File: src/rtl/lamp_mon_pkg.sv
// Shared types and fault codes for the lamp conflict monitor.
package lamp_mon_pkg;

   typedef enum logic {
      RUN   = 1'b0,
      FLASH = 1'b1
   } state_t;

   localparam logic [2:0] F_NONE      = 3'd0;
   localparam logic [2:0] F_CONFLICT  = 3'd1;
   localparam logic [2:0] F_MULTI     = 3'd2;
   localparam logic [2:0] F_DARK      = 3'd3;
   localparam logic [2:0] F_SHORT_YLW = 3'd4;
   localparam logic [2:0] F_SKIP_YLW  = 3'd5;

   // Lowest code wins when several checks fire together.
   function automatic logic [2:0] fault_code(input logic conflict,
                                             input logic multi,
                                             input logic dark,
                                             input logic short_ylw,
                                             input logic skip_ylw);
      logic [2:0] code;
      code = F_NONE;
      if (conflict)       code = F_CONFLICT;
      else if (multi)     code = F_MULTI;
      else if (dark)      code = F_DARK;
      else if (short_ylw) code = F_SHORT_YLW;
      else if (skip_ylw)  code = F_SKIP_YLW;
      return code;
   endfunction

endpackage

File: src/rtl/lamp_conflict_monitor_dir_check.sv
// Per-direction lamp checks: multiple lamps, dark timeout, short yellow, skipped yellow.
module lamp_dir_check
   import lamp_mon_pkg::*;
#(
   parameter int MIN_YLW  = 3,
   parameter int MAX_DARK = 4
) (
   input  logic CK,
   input  logic CLRN,
   input  logic clear,
   input  logic r_g,
   input  logic r_y,
   input  logic r_r,
   input  logic p_g,
   input  logic p_y,
   output logic multi,
   output logic dark,
   output logic short_ylw,
   output logic skip_ylw
);

   localparam int DW = $clog2(MAX_DARK + 1);
   localparam int YW = $clog2(MIN_YLW + 1);
   localparam logic [DW-1:0] DARK_MAX = DW'(MAX_DARK);
   localparam logic [YW-1:0] YLW_MAX  = YW'(MIN_YLW);

   logic [DW-1:0] dcnt;
   logic [YW-1:0] ycnt;

   always_ff @(posedge CK) begin
      if (!CLRN) begin
         dcnt <= '0;
      end else if (clear || r_g || r_y || r_r) begin
         dcnt <= '0;
      end else if (dcnt != DARK_MAX) begin
         dcnt <= dcnt + 1'b1;
      end
   end

   // ycnt equals the length of the current yellow run as seen through p_y.
   always_ff @(posedge CK) begin
      if (!CLRN) begin
         ycnt <= '0;
      end else if (clear || !r_y) begin
         ycnt <= '0;
      end else if (ycnt != YLW_MAX) begin
         ycnt <= ycnt + 1'b1;
      end
   end

   assign multi     = (r_g & r_y) | (r_g & r_r) | (r_y & r_r);
   assign dark      = (dcnt == DARK_MAX);
   assign short_ylw = p_y & ~r_y & (ycnt < YLW_MAX);
   assign skip_ylw  = p_g & ~r_g & r_r;

endmodule

File: src/rtl/lamp_conflict_monitor.sv
// Safety stage between the traffic-light controller and the lamp drivers.
// state | meaning
// RUN   | lamps follow the registered requests, checks active
// FLASH | fault latched, both reds flash until FLT_ACK
module lamp_conflict_monitor
   import lamp_mon_pkg::*;
#(
   parameter int MIN_YLW   = 3,
   parameter int MAX_DARK  = 4,
   parameter int FLASH_DIV = 8
) (
   input  logic       CK,
   input  logic       CLRN,
   input  logic       GRN1,
   input  logic       YLW1,
   input  logic       RED1,
   input  logic       GRN2,
   input  logic       YLW2,
   input  logic       RED2,
   input  logic       FLT_ACK,
   output logic       LGRN1,
   output logic       LYLW1,
   output logic       LRED1,
   output logic       LGRN2,
   output logic       LYLW2,
   output logic       LRED2,
   output logic       FAULT,
   output logic [2:0] FCODE
);

   localparam int FW = $clog2(FLASH_DIV + 1);
   localparam logic [FW-1:0] FLASH_LAST = FW'(FLASH_DIV - 1);

   state_t        state, state_nx;
   logic          rg1, ry1, rr1, rg2, ry2, rr2;
   logic          pg1, py1, pg2, py2;
   logic [FW-1:0] fcnt;
   logic          phase;
   logic          clear, ack_exit, conflict;
   logic          multi1, dark1, short1, skip1;
   logic          multi2, dark2, short2, skip2;
   logic [2:0]    code;

   assign clear    = (state == FLASH);
   assign ack_exit = (state == FLASH) && FLT_ACK;

   // On exit the previous copy is loaded with the same value as the live copy,
   // so transition checks see no edge in the first RUN cycle.
   always_ff @(posedge CK) begin
      if (!CLRN) begin
         {rg1, ry1, rr1, rg2, ry2, rr2} <= '0;
         {pg1, py1, pg2, py2}           <= '0;
      end else begin
         {rg1, ry1, rr1, rg2, ry2, rr2} <= {GRN1, YLW1, RED1, GRN2, YLW2, RED2};
         if (ack_exit) {pg1, py1, pg2, py2} <= {GRN1, YLW1, GRN2, YLW2};
         else          {pg1, py1, pg2, py2} <= {rg1, ry1, rg2, ry2};
      end
   end

   lamp_dir_check #(.MIN_YLW(MIN_YLW), .MAX_DARK(MAX_DARK)) u_dir1 (
      .CK(CK), .CLRN(CLRN), .clear(clear),
      .r_g(rg1), .r_y(ry1), .r_r(rr1), .p_g(pg1), .p_y(py1),
      .multi(multi1), .dark(dark1), .short_ylw(short1), .skip_ylw(skip1)
   );

   lamp_dir_check #(.MIN_YLW(MIN_YLW), .MAX_DARK(MAX_DARK)) u_dir2 (
      .CK(CK), .CLRN(CLRN), .clear(clear),
      .r_g(rg2), .r_y(ry2), .r_r(rr2), .p_g(pg2), .p_y(py2),
      .multi(multi2), .dark(dark2), .short_ylw(short2), .skip_ylw(skip2)
   );

   assign conflict = (rg1 | ry1) & (rg2 | ry2);
   assign code     = fault_code(conflict, multi1 | multi2, dark1 | dark2,
                                short1 | short2, skip1 | skip2);

   always_ff @(posedge CK) begin
      if (!CLRN) state <= RUN;
      else       state <= state_nx;
   end

   always_comb begin
      state_nx = state;
      case (state)
         RUN:     if (code != F_NONE) state_nx = FLASH;
         FLASH:   if (FLT_ACK)        state_nx = RUN;
         default: state_nx = RUN;
      endcase
   end

   // FCODE only ever loads a non-zero code on the RUN->FLASH edge.
   always_ff @(posedge CK) begin
      if (!CLRN)                FCODE <= F_NONE;
      else if (state == RUN)    FCODE <= code;
      else if (FLT_ACK)         FCODE <= F_NONE;
   end

   always_ff @(posedge CK) begin
      if (!CLRN || state == RUN) begin
         fcnt  <= '0;
         phase <= 1'b1;
      end else if (fcnt == FLASH_LAST) begin
         fcnt  <= '0;
         phase <= ~phase;
      end else begin
         fcnt  <= fcnt + 1'b1;
      end
   end

   always_comb begin
      {LGRN1, LYLW1, LRED1, LGRN2, LYLW2, LRED2} = {rg1, ry1, rr1, rg2, ry2, rr2};
      FAULT = 1'b0;
      if (state == FLASH) begin
         {LGRN1, LYLW1, LRED1, LGRN2, LYLW2, LRED2} = {2'b00, phase, 2'b00, phase};
         FAULT = 1'b1;
      end
   end

endmodule
File: config.mk
export PLATFORM = sky130hd
export DESIGN_NAME = lamp_conflict_monitor
export DESIGN_NICKNAME = d
export VERILOG_FILES = /design/src/rtl/lamp_mon_pkg.sv /design/src/rtl/lamp_conflict_monitor_dir_check.sv /design/src/rtl/lamp_conflict_monitor.sv
export SDC_FILE = /design/constraint.sdc
export NUM_CORES = 1
export LEC_CHECK = 0
export ABC_AREA = 1
export BUFFER_PORTS_ARGS = -buffer_cell sky130_fd_sc_hd__buf_2
export CAP_MARGIN = 20
export CORE_ASPECT_RATIO = 1.75
export CORE_MARGIN = 4
export CORE_UTILIZATION = 35
export DETAILED_ROUTE_END_ITERATION = 10
export PLACE_DENSITY = 0.55
export REMOVE_ABC_BUFFERS = 1
export SKIP_LAST_GASP = 1
export SLEW_MARGIN = 0
export SYNTH_ARGS = -nofsm -noshare
export SYNTH_HDL_FRONTEND = slang
export SYNTH_SLANG_ARGS = --single-unit
File: constraint.sdc
create_clock -name CK -period 1.4 [get_ports CK]
set_input_delay 0.14 -clock CK [delete_from_list [all_inputs] [get_ports CK]]
set_output_delay 0.14 -clock CK [all_outputs]
set_load 0.02 [all_outputs]
==> results of run 1 <==
-- stage by stage --
step           setup TNS [ps]  cells  hold WS, ps  power, µW  utilization
2_1_floorplan               0    158          233       1090            -
3_3_place_gp                0    224          320       1180        0.415
3_5_place_dp                0    224          331       1190        0.415
4_1_cts                     0    232         41.4       1830        0.440
5_1_grt                 -7.86    232         42.5       1900        0.441
6_report                    0    232         55.0       1810        0.441
-- metal layers --
| metal | vias to the layer above | routed length (µm) | part of all wire |
|---|---|---|---|
| li1 | 564 | - | - |
| met4 | 0 | 82 | 0.033 |
| met2 | 21 | 1280 | 0.51 |
| met3 | 10 | 120 | 0.048 |
| met5 | - | 0 | 0 |
| met1 | 483 | 1010 | 0.41 |
-- flip-flops by register name, summed over array words and instances, names as in the netlist, 2 cells and up --
| register | flops |
|---|---|
| u_dir2.ycnt | 2 |
| fcnt | 4 |
| u_dir1.ycnt | 2 |
| u_dir2.dcnt | 3 |
| u_dir1.dcnt | 3 |
| FCODE | 3 |
-- kinds of logic after synthesis --
family	Yosys count
simple gates	69
flops	29
buf+inv	26
compound gates	23
fa+ha+maj	7
xor+xnor	6
-- cells in the final DEF, fill, tap and decap left out --
cell      netlist  final
nand2_1        31     30
dfxtp_1        29     27
inv_1          22     22
buf_2           2     18
nor2_1         15     15
a21oi_1        14     14
nand3_1        14     14
ha_1            7      6
clkbuf_8        0      5
a22oi_1         4      4
xnor2_1         3      3
xor2_1          3      3
nand2_2         2      3
nor2_2          3      3
buf_4           0      3
inv_2           2      2
dfxtp_2         0      2
clkinv_2        0      2
nand3_2         1      1
o21ai_1         1      1
nor2_4          1      1
or2_4           1      1
o21ai_2         1      1
nand4_1         1      1
a21oi_2         1      1
o21bai_1        1      1
o21ai_0         1      1
ha_2            0      1
clkbuf_1        0      1
-- path summary, 6_finish.rpt --
check,startpoint,to,slack (ps),depth (start not counted)
max,clear$_SDFF_PN0_,LRED1,50,3
min,RED1,rr1$_SDFF_PN0_,50,3
max reg2reg,u_dir2.dcnt[0]$_SDFFE_PP0N_,clear$_SDFF_PN0_,100,10
min reg2reg,fcnt[0]$_SDFF_PP0_,fcnt[0]$_SDFF_PP0_,460,1
-- final cells by class --
type	count	area, µm²
Sequential cell	29	583
Inverter	24	90.1
Tap cell	45	56.3
Timing Repair Buffer	21	113
Clock buffer	6	72.6
Clock inverter	2	10.0
Multi-Input combinational cell	105	591
Fill cell	382	1920
-- worst max-delay path, cell delays in order (launching register included) --
cell and delay [ps]:
dfxtp_2 380, buf_4 180, a21oi_1 180, buf_2 190
-- power groups by stage --
stage,Clock [µW],Combinational [µW],Sequential (µW)
after CTS,658,265,910
after global placement,0,256,924
after floorplan,0,159,934
after detailed placement,0,264,927
final,633,263,910
after global routing,696,294,914
-- what timing repair did --
action,in CTS,in global routing
gates resized for setup,1,3
setup endpoints to repair,2,2
setup buffers,0,0
==> impl_metrics.csv, run 1 <==
group,metric,value,unit
power_and_ir_drop,combPwrFrac,0.146,
drt,drcViolationCount,0,
logic_synthesis,yosys-top-cells-area,"dfxtp_1 46%, nand2_1 9.2%, ha_1 6.9%, inv_1 6.5%, a21oi_1 5.5%",
flow_run,maxCapViolCount,0,
logic_synthesis,synthAdderAreaFrac,0.0692,
timing,setup_ws,54.2,ps
clock_network,htree_levels,2,
timing,post-route-min-period,1350,ps
global_routing,grt_pass1_wl,4110,µm
logic_synthesis,synthDistinctLibCells,23,
logic_synthesis,ys_ff_latch,29,
timing,setup_viol,0,
drt,firstDrtPassIters,4,
global_routing,grt.busiest_layer,"met2",
layout,final_area,0.00152,mm²
power_and_ir_drop,p_leak,0.000740,µW
drt,via_per_inst,4.65,
status,outcome,"completed",
drt,postRouteAntennaNets,0,
power_and_ir_drop,ir_drop,0.899,mV
layout,syn2layout_area_growth,19.7,%
power_and_ir_drop,power.density,1190,mW/mm²
layout,drive_gt1_frac,0.235,
clock_network,numCtsBuffers,5,
logic_synthesis,yosysSeqAreaShare,0.458,
floorplan,io_pins,19,
worst_setup_path,cp-end-kind,"primary output",
global_routing,grt_util_met1,0.122,
global_routing,grt_use_met3,0.0460,
timing,slew_viol_final,0,
timing,maxSlewHeadroom,0.811,
global_routing,grt_usage,0.124,
logic_synthesis,ys_warn_count,0,
floorplan,dieArea,0.00468,mm²
logic_synthesis,synth_area,0.00127,mm²
logic_synthesis,synth_common_cells,"31 x nand2_1, 29 x dfxtp_1, 22 x inv_1, 15 x nor2_1",
timing,fmax,0.743,GHz
drt,wl_per_cell,10.8,µm
placed_design,hpwl,2010,µm
power_and_ir_drop,switchingPower,492,µW
clock_network,cts_tree,"yes",
worst_setup_path,crit_required,1260,ps
power_and_ir_drop,switching_share,0.272,
drt,num_vias,1078,
power_and_ir_drop,clkPwrFrac,0.351,
worst_setup_path,cp-start-kind,"flip-flop",
logic_synthesis,post-synth-top-area-cell,"dfxtp_1",
placed_design,io_buffer_count,18,
drt,routed_wl,2500,µm
logic_synthesis,ys.flop_type,"dfxtp_1",
logic_synthesis,synthCells,160,
worst_setup_path,crit_path_max_fanout,10,
worst_setup_path,cp.arrival,1210,ps
floorplan,core_area,0.00343,mm²
logic_synthesis,yosysTopAreaCellShare,0.458,
logic_synthesis,synth_xor_area_frac,0.0415,
layout,final_nets,202,
timing,skew,5.98,ps
logic_synthesis,muxShareOfSynthArea,0,
global_routing,antenna_found_initial,0,
floorplan,std_cell_rows,28,
floorplan,initial_core_util,0.369,
clock_network,clk_path_buf_depth,2,
global_routing,grt_util_met2,0.213,
logic_synthesis,synth.most_common_cell,"nand2_1",
placed_design,routabilityCongestion,0.787,
worst_setup_path,crit_type,"flip-flop to primary output",
clock_network,clk_pin_slew,60,ps
placed_design,dpl_worst_slack,83.0,ps
logic_synthesis,synth_compound_area_frac,0.107,
logic_synthesis,syn_avg_cell_area,7.91,µm²
layout,num_antenna_cells,0,
placed_design,placed_area,0.00143,mm²
power_and_ir_drop,p_int,1310,µW
timing,timing.final.crit_share,0.961,
logic_synthesis,synth_edf_count,0,
timing,tightestPinTransition,283,ps
floorplan,die_w,53.5,µm
floorplan,die_h,87.6,µm
global_routing,grt_pass1_vias,1026,
clock_network,cts.sinks,29,
clock_network,clock_latency,270,ps
global_routing,grt_max_degree,15,
power_and_ir_drop,seq_power_share,0.504,
timing,hold_viol_final,0,
clock_network,root_buffer,"clkbuf_8",
clock_network,cts_hold_buf,0,
logic_synthesis,synthArstFlopShare,0,
logic_synthesis,yosys.area_share.simple,0.245,
worst_hold_path,hold_path.class,"primary input to flip-flop",
global_routing,grt-ovfl-total,0,
drt,drt_iter0_drc,17,
logic_synthesis,synth_top_family_by_area,"simple AND/OR/NAND/NOR gates",
No activity file was read; power rests on OpenSTA's default activity.
==> run 2, diff against run 1 <==
--- a/config.mk
+++ b/config.mk
@@ -5,7 +5,6 @@
 export SDC_FILE = /design/constraint.sdc
 export NUM_CORES = 1
 export LEC_CHECK = 0
-export ABC_AREA = 1
 export BUFFER_PORTS_ARGS = -buffer_cell sky130_fd_sc_hd__buf_2
 export CAP_MARGIN = 20
 export CORE_ASPECT_RATIO = 1.75
@@ -14,6 +13,7 @@
 export DETAILED_ROUTE_END_ITERATION = 10
 export PLACE_DENSITY = 0.55
 export REMOVE_ABC_BUFFERS = 1
+export SETUP_SLACK_MARGIN = 0.2
 export SKIP_LAST_GASP = 1
 export SLEW_MARGIN = 0
 export SYNTH_ARGS = -nofsm -noshare
==> impl_metrics.csv, run 2 <==
group,metric,value,unit
status,outcome,"finished with violations",
status,violations,"negative setup slack",
worst_setup_path,r2r_start,"ry1$_SDFF_PN0_",
logic_synthesis,ys_warn_count,0,
logic_synthesis,yosys-top-cells-area,"dfxtp_1 45%, ha_1 6.9%, nand2_1 5.6%, nor2_1 4.7%, nand3_1 3.9%",
global_routing,grt-ovfl-total,0,
power_and_ir_drop,ir_drop,0.830,mV
global_routing,antenna_found_initial,0,
worst_hold_path,hold_path.class,"primary input to flip-flop",
timing,tightestPinTransition,322,ps
drt,num_vias,1186,
placed_design,placed_area,0.00147,mm²
worst_setup_path,crit_required,1550,ps
global_routing,grt_pass1_wl,4890,µm
power_and_ir_drop,power.density,1150,mW/mm²
global_routing,grt_use_met3,0.0460,
layout,drive_gt1_frac,0.508,
worst_setup_path,endpoint,"clear$_SDFF_PN0_",
worst_setup_path,crit_path_max_fanout,6,
worst_setup_path,critical_path.top_delay_family,"simple AND/OR/NAND/NOR gates",
floorplan,core_area,0.00343,mm²
logic_synthesis,synth_area,0.00128,mm²
layout,final_nets,208,
worst_setup_path,critical-path-max-stage-delay,370,ps
clock_network,clock_latency,280,ps
timing,maxSlewHeadroom,0.785,
layout,final_cell_mix,"23 x buf_4, 15 x nand2_1, 14 x dfxtp_1, 14 x nor2_1, 13 x buf_2",
global_routing,grt.busiest_layer,"met2",
layout,largest_reg_flops,4,
worst_setup_path,crit_slowest_cell,"dfxtp_4",
power_and_ir_drop,power.total,2260,µW
timing,setup_viol,1,
layout,final_area,0.00197,mm²
layout,num_antenna_cells,0,
logic_synthesis,synthDistinctLibCells,31,
placed_design,hpwl,2040,µm
timing,slew_viol_final,0,
drt,routed_wl,3340,µm
logic_synthesis,synth_common_cells,"29 x dfxtp_1, 19 x nand2_1, 16 x nor2_1, 10 x nand3_1",
floorplan,std_cell_rows,28,
flow_run,maxCapViolCount,0,
floorplan,dieArea,0.00471,mm²
worst_setup_path,crit_type,"flip-flop to flip-flop",
clock_network,cts_tree,"yes",
power_and_ir_drop,p_leak,0.000829,µW
worst_setup_path,cp_num_cells,6,
logic_synthesis,ys.flop_type,"dfxtp_1",
timing,rsz0062_at_grt,"yes",
clock_network,clk_pin_slew,60,ps
clock_network,cts.sinks,29,
worst_setup_path,reg2regPathDepth,6,
floorplan,die_w,53.6,µm
layout,syn2layout_area_growth,54.1,%
logic_synthesis,synth_edf_count,0,
logic_synthesis,synthArstFlopShare,0,
clock_network,root_buffer,"clkbuf_8",
drt,firstDrtPassIters,4,
floorplan,initial_core_util,0.372,
clock_network,htree_levels,2,
timing,timing.final.crit_share,1.01,
logic_synthesis,syn_avg_cell_area,8.80,µm²
layout,regMostFlops,"fcnt",
worst_setup_path,regToRegSetupSlack,-8,ps
global_routing,grt_util_met2,0.263,
placed_design,dp_cells,214,
worst_setup_path,cp-end-kind,"flip-flop",
layout,final_common_cell,"buf_4",
drt,drcViolationCount,0,
worst_setup_path,cp.arrival,1560,ps
timing,fmax,0.710,GHz
logic_synthesis,post-synth-top-area-cell,"dfxtp_1",
placed_design,routabilityCongestion,0.763,
placed_design,io_buffer_count,18,
timing,setup_ws,-8.13,ps
layout,final_cells,238,
timing,skew,5.54,ps
worst_setup_path,cp-start-kind,"flip-flop",
worst_setup_path,crit_start,"ry1$_SDFF_PN0_",
logic_synthesis,ys_ff_latch,29,
clock_network,clk_path_buf_depth,2,
global_routing,grt_util_met1,0.133,
logic_synthesis,synthCells,145,
layout,num-fill-cells,317,
drt,via_per_inst,4.98,
drt,wl_per_cell,14.0,µm
global_routing,grt_usage,0.143,
logic_synthesis,yosysSeqAreaShare,0.455,
drt,postRouteAntennaNets,0,
global_routing,grt_pass1_vias,1193,
worst_setup_path,cp.buffers_inverters,1,
logic_synthesis,yosysTopAreaCellShare,0.455,
worst_setup_path,r2r_end,"clear$_SDFF_PN0_",
global_routing,grt_max_degree,24,
floorplan,io_pins,19,
worst_setup_path,worstPathCellList,"a22oi_2, nand3_2, or2_4, buf_6, nor2_1, a31oi_1",
timing,fin_worst_hold_slack,67.4,ps
floorplan,die_h,87.9,µm
clock_network,numCtsBuffers,5,
clock_network,cts_hold_buf,0,
logic_synthesis,synth.most_common_cell,"dfxtp_1",
timing,post-route-min-period,1410,ps
drt,drt_iter0_drc,28,
timing,hold_viol_final,0,
placed_design,dpl_worst_slack,-46.1,ps
[run 2: area by class of cell]
type / count / area [µm²] / area share
timing repair buffer: 43 / 353 / 0.179
sequential: 29 / 607 / 0.309
clock inverter: 2 / 37.5 / 0.0191
clock buffer: 6 / 82.6 / 0.0420
inverter: 7 / 26.3 / 0.0134
multi-input combinational: 106 / 805 / 0.409
tap: 45 / 56.3 / 0.0286
[run 2: metrics by stage]
stage / setup TNS (ps) / utilization
final: -8.13 / 0.573
after global routing: -149 / 0.573
after CTS: 0 / 0.504
after detailed placement: -46.1 / 0.428
after global placement: 0 / 0.428
after floorplan: -85.3 / -
[run 2: how the worst min path moves through the flow]
stage / from / end / slack (ps) / cells after the start
after floorplan: CLRN / phase$_SDFFE_PP1P_ / 230 / 1
after global placement: RED2 / rr2$_SDFF_PN0_ / 350 / 2
after detailed placement: RED1 / rr1$_SDFF_PN0_ / 350 / 2
after CTS: RED1 / rr1$_SDFF_PN0_ / 60 / 2
after global routing: RED2 / rr2$_SDFF_PN0_ / 60 / 2
final: RED1 / rr1$_SDFF_PN0_ / 70 / 2
[run 2: report_power, final]
part	switching [µW]	total (µW)	internal [µW]	leakage [µW]
Sequential	45.1	914	868	0.000244
Combinational	206	444	239	0.000527
Clock	325	903	578	0.0000574
[run 2: routing by layer]
metal	vias to the layer above	wire (µm)
met1	566	1200
met2	28	1880
met5	-	0
met4	0	116
met3	10	150
li1	582	-
[run 2: logic make-up after synthesis]
logic type | Yosys count | share of synthesized area
AO/OA/AOI/OAI | 22 | 0.111
XOR/XNOR | 7 | 0.0480
adder cells (fa/ha/maj) | 7 | 0.0686
buffers and inverters | 10 | 0.0363
flip-flops | 29 | 0.455
multiplexers | 2 | 0.0157
AND/OR/NAND/NOR | 68 | 0.266
[run 2: what timing repair did]
action	CTS	global route
gates resized for setup	32	38
cloned	0	2
pin swaps	17	10
buffers inserted	7	7
setup endpoints to repair	12	14
==> run 3, diff against run 2 <==
--- a/config.mk
+++ b/config.mk
@@ -12,7 +12,6 @@
 export CORE_UTILIZATION = 35
 export DETAILED_ROUTE_END_ITERATION = 10
 export PLACE_DENSITY = 0.55
-export REMOVE_ABC_BUFFERS = 1
 export SETUP_SLACK_MARGIN = 0.2
 export SKIP_LAST_GASP = 1
 export SLEW_MARGIN = 0
==> impl_metrics.csv, run 3 (synthesis gave the netlist of run 2 again) <==
group,metric,value,unit
power_and_ir_drop,power.density,1080,mW/mm²
timing,setup_viol,0,
timing,fmax,0.735,GHz
drt,wl_per_cell,13.0,µm
power_and_ir_drop,seq_power_share,0.441,
layout,syn2layout_area_growth,48.9,%
drt,drt_iter0_drc,18,
layout,final_common_cell,"buf_4",
power_and_ir_drop,clkPwrFrac,0.362,
clock_network,clock_latency,280,ps
worst_setup_path,reg2regPathDepth,7,
clock_network,cts_hold_buf,0,
floorplan,io_pins,19,
floorplan,core_area,0.00343,mm²
drt,postRouteAntennaNets,0,
power_and_ir_drop,p_leak,0.000810,µW
clock_network,htree_levels,2,
timing,slew_viol_final,0,
layout,final_area,0.00190,mm²
timing,maxSlewHeadroom,0.827,
clock_network,clk_path_buf_depth,2,
worst_setup_path,crit_path_max_fanout,3,
global_routing,grt_usage,0.155,
worst_setup_path,cp-end-kind,"flip-flop",
timing,post-route-min-period,1360,ps
placed_design,placed_area,0.00146,mm²
timing,skew,3.86,ps
layout,final_nets,204,
global_routing,grt-ovfl-total,0,
layout,final_cell_mix,"19 x buf_4, 16 x nand2_1",
worst_setup_path,crit_required,1620,ps
placed_design,dpl_worst_slack,-32.9,ps
layout,regMostFlops,"fcnt",
flow_run,maxCapViolCount,0,
layout,largest_reg_flops,4,
drt,drcViolationCount,0,
clock_network,root_buffer,"clkbuf_8",
power_and_ir_drop,ir_drop,0.836,mV
clock_network,clk_pin_slew,60,ps
worst_setup_path,crit_type,"flip-flop to flip-flop",
global_routing,grt_pass1_wl,5420,µm
drt,routed_wl,3040,µm
worst_hold_path,hold_depth,2,
clock_network,cts.sinks,29,
timing,setup_ws,40.2,ps
status,outcome,"completed",
worst_setup_path,cp.arrival,1580,ps
timing,timing.final.crit_share,0.971,
placed_design,hpwl,2000,µm
worst_setup_path,cp-start-kind,"flip-flop",
placed_design,routabilityCongestion,0.760,
clock_network,numCtsBuffers,5,
clock_network,cts_tree,"yes",
global_routing,grt_pass1_vias,1253,
timing,tightestPinTransition,260,ps
layout,num_antenna_cells,0,
drt,num_vias,1157,
global_routing,antenna_found_initial,0,
global_routing,grt_max_degree,19,
floorplan,dieArea,0.00471,mm²
timing,rsz0062_at_grt,"yes",
layout,drive_gt1_frac,0.471,
power_and_ir_drop,switchingPower,525,µW
floorplan,die_h,87.9,µm
drt,via_per_inst,4.94,
power_and_ir_drop,p_int,1540,µW
floorplan,initial_core_util,0.372,
logic_synthesis,synth_nets,161,
worst_hold_path,hold_path.class,"primary input to flip-flop",
power_and_ir_drop,combPwrFrac,0.197,
placed_design,io_buffer_count,18,
power_and_ir_drop,switching_share,0.255,
timing,hold_viol_final,0,
drt,firstDrtPassIters,4,
floorplan,std_cell_rows,28,
floorplan,die_w,53.6,µm
[run 3: power groups by stage]
stage               clock [µW]  combinational [µW]  sequential [µW]
CTS                        765                 383              907
global placement             0                 249              916
floorplan                    0                 163              925
finish                     746                 406              909
global route               827                 445              915
detailed placement           0                 255              919
[run 3: final cells by class]
cell class	instances	area [µm²]
Sequential cell	29	602
Clock inverter	1	5.00
Fill cell	363	1530
Tap cell	45	56.3
Clock buffer	7	96.3
Inverter	7	26.3
Multi-Input combinational cell	106	783
Timing Repair Buffer	39	332
[run 3: what timing repair did]
action | CTS | global route
gates resized for setup | 32 | 18
pin swaps | 13 | 7
endpoints found under the setup margin | 12 | 13
buffers inserted | 11 | 3
gates cloned | 2 | 0
[run 3: metrics by stage]
step                      instances  hold slack (ps)   util  power, µW  TNS (ps)
final                           234             63.6  0.554       2060         0
after global placement          210              348  0.425       1170         0
after detailed placement        210              351  0.425       1170     -32.9
after global routing            234             74.1  0.554       2190     -26.7
after CTS                       231             61.4  0.529       2060         0
after floorplan                 145              267      -       1090         0
[run 3: metal layers]
layer  track usage  routed length, µm  up-vias
li1              -                  -      577
met1         0.162               1090      548
met2         0.272               1700       22
met3        0.0460                136       10
met4        0.0791                106        0
met5             0                  0        -
[run 3: critical path, stage by stage (launching register included)]
cell and delay [ps]:
dfxtp_2 330, inv_2 40, ha_4 160, nand2_4 80, nand2_4 50, or2_4 240, o32ai_2 230, and2_1 150
[run 3: path summary, 6_finish.rpt]
path                            to                         from  slack, ps
min                 rr1$_SDFF_PN0_                         RED1         60
min reg2reg     fcnt[0]$_SDFF_PP0_           fcnt[0]$_SDFF_PP0_        450
max reg2reg  FCODE[2]$_SDFFE_PN0P_  u_dir2.dcnt[1]$_SDFFE_PP0N_         40
max          FCODE[2]$_SDFFE_PN0P_  u_dir2.dcnt[1]$_SDFFE_PP0N_         40
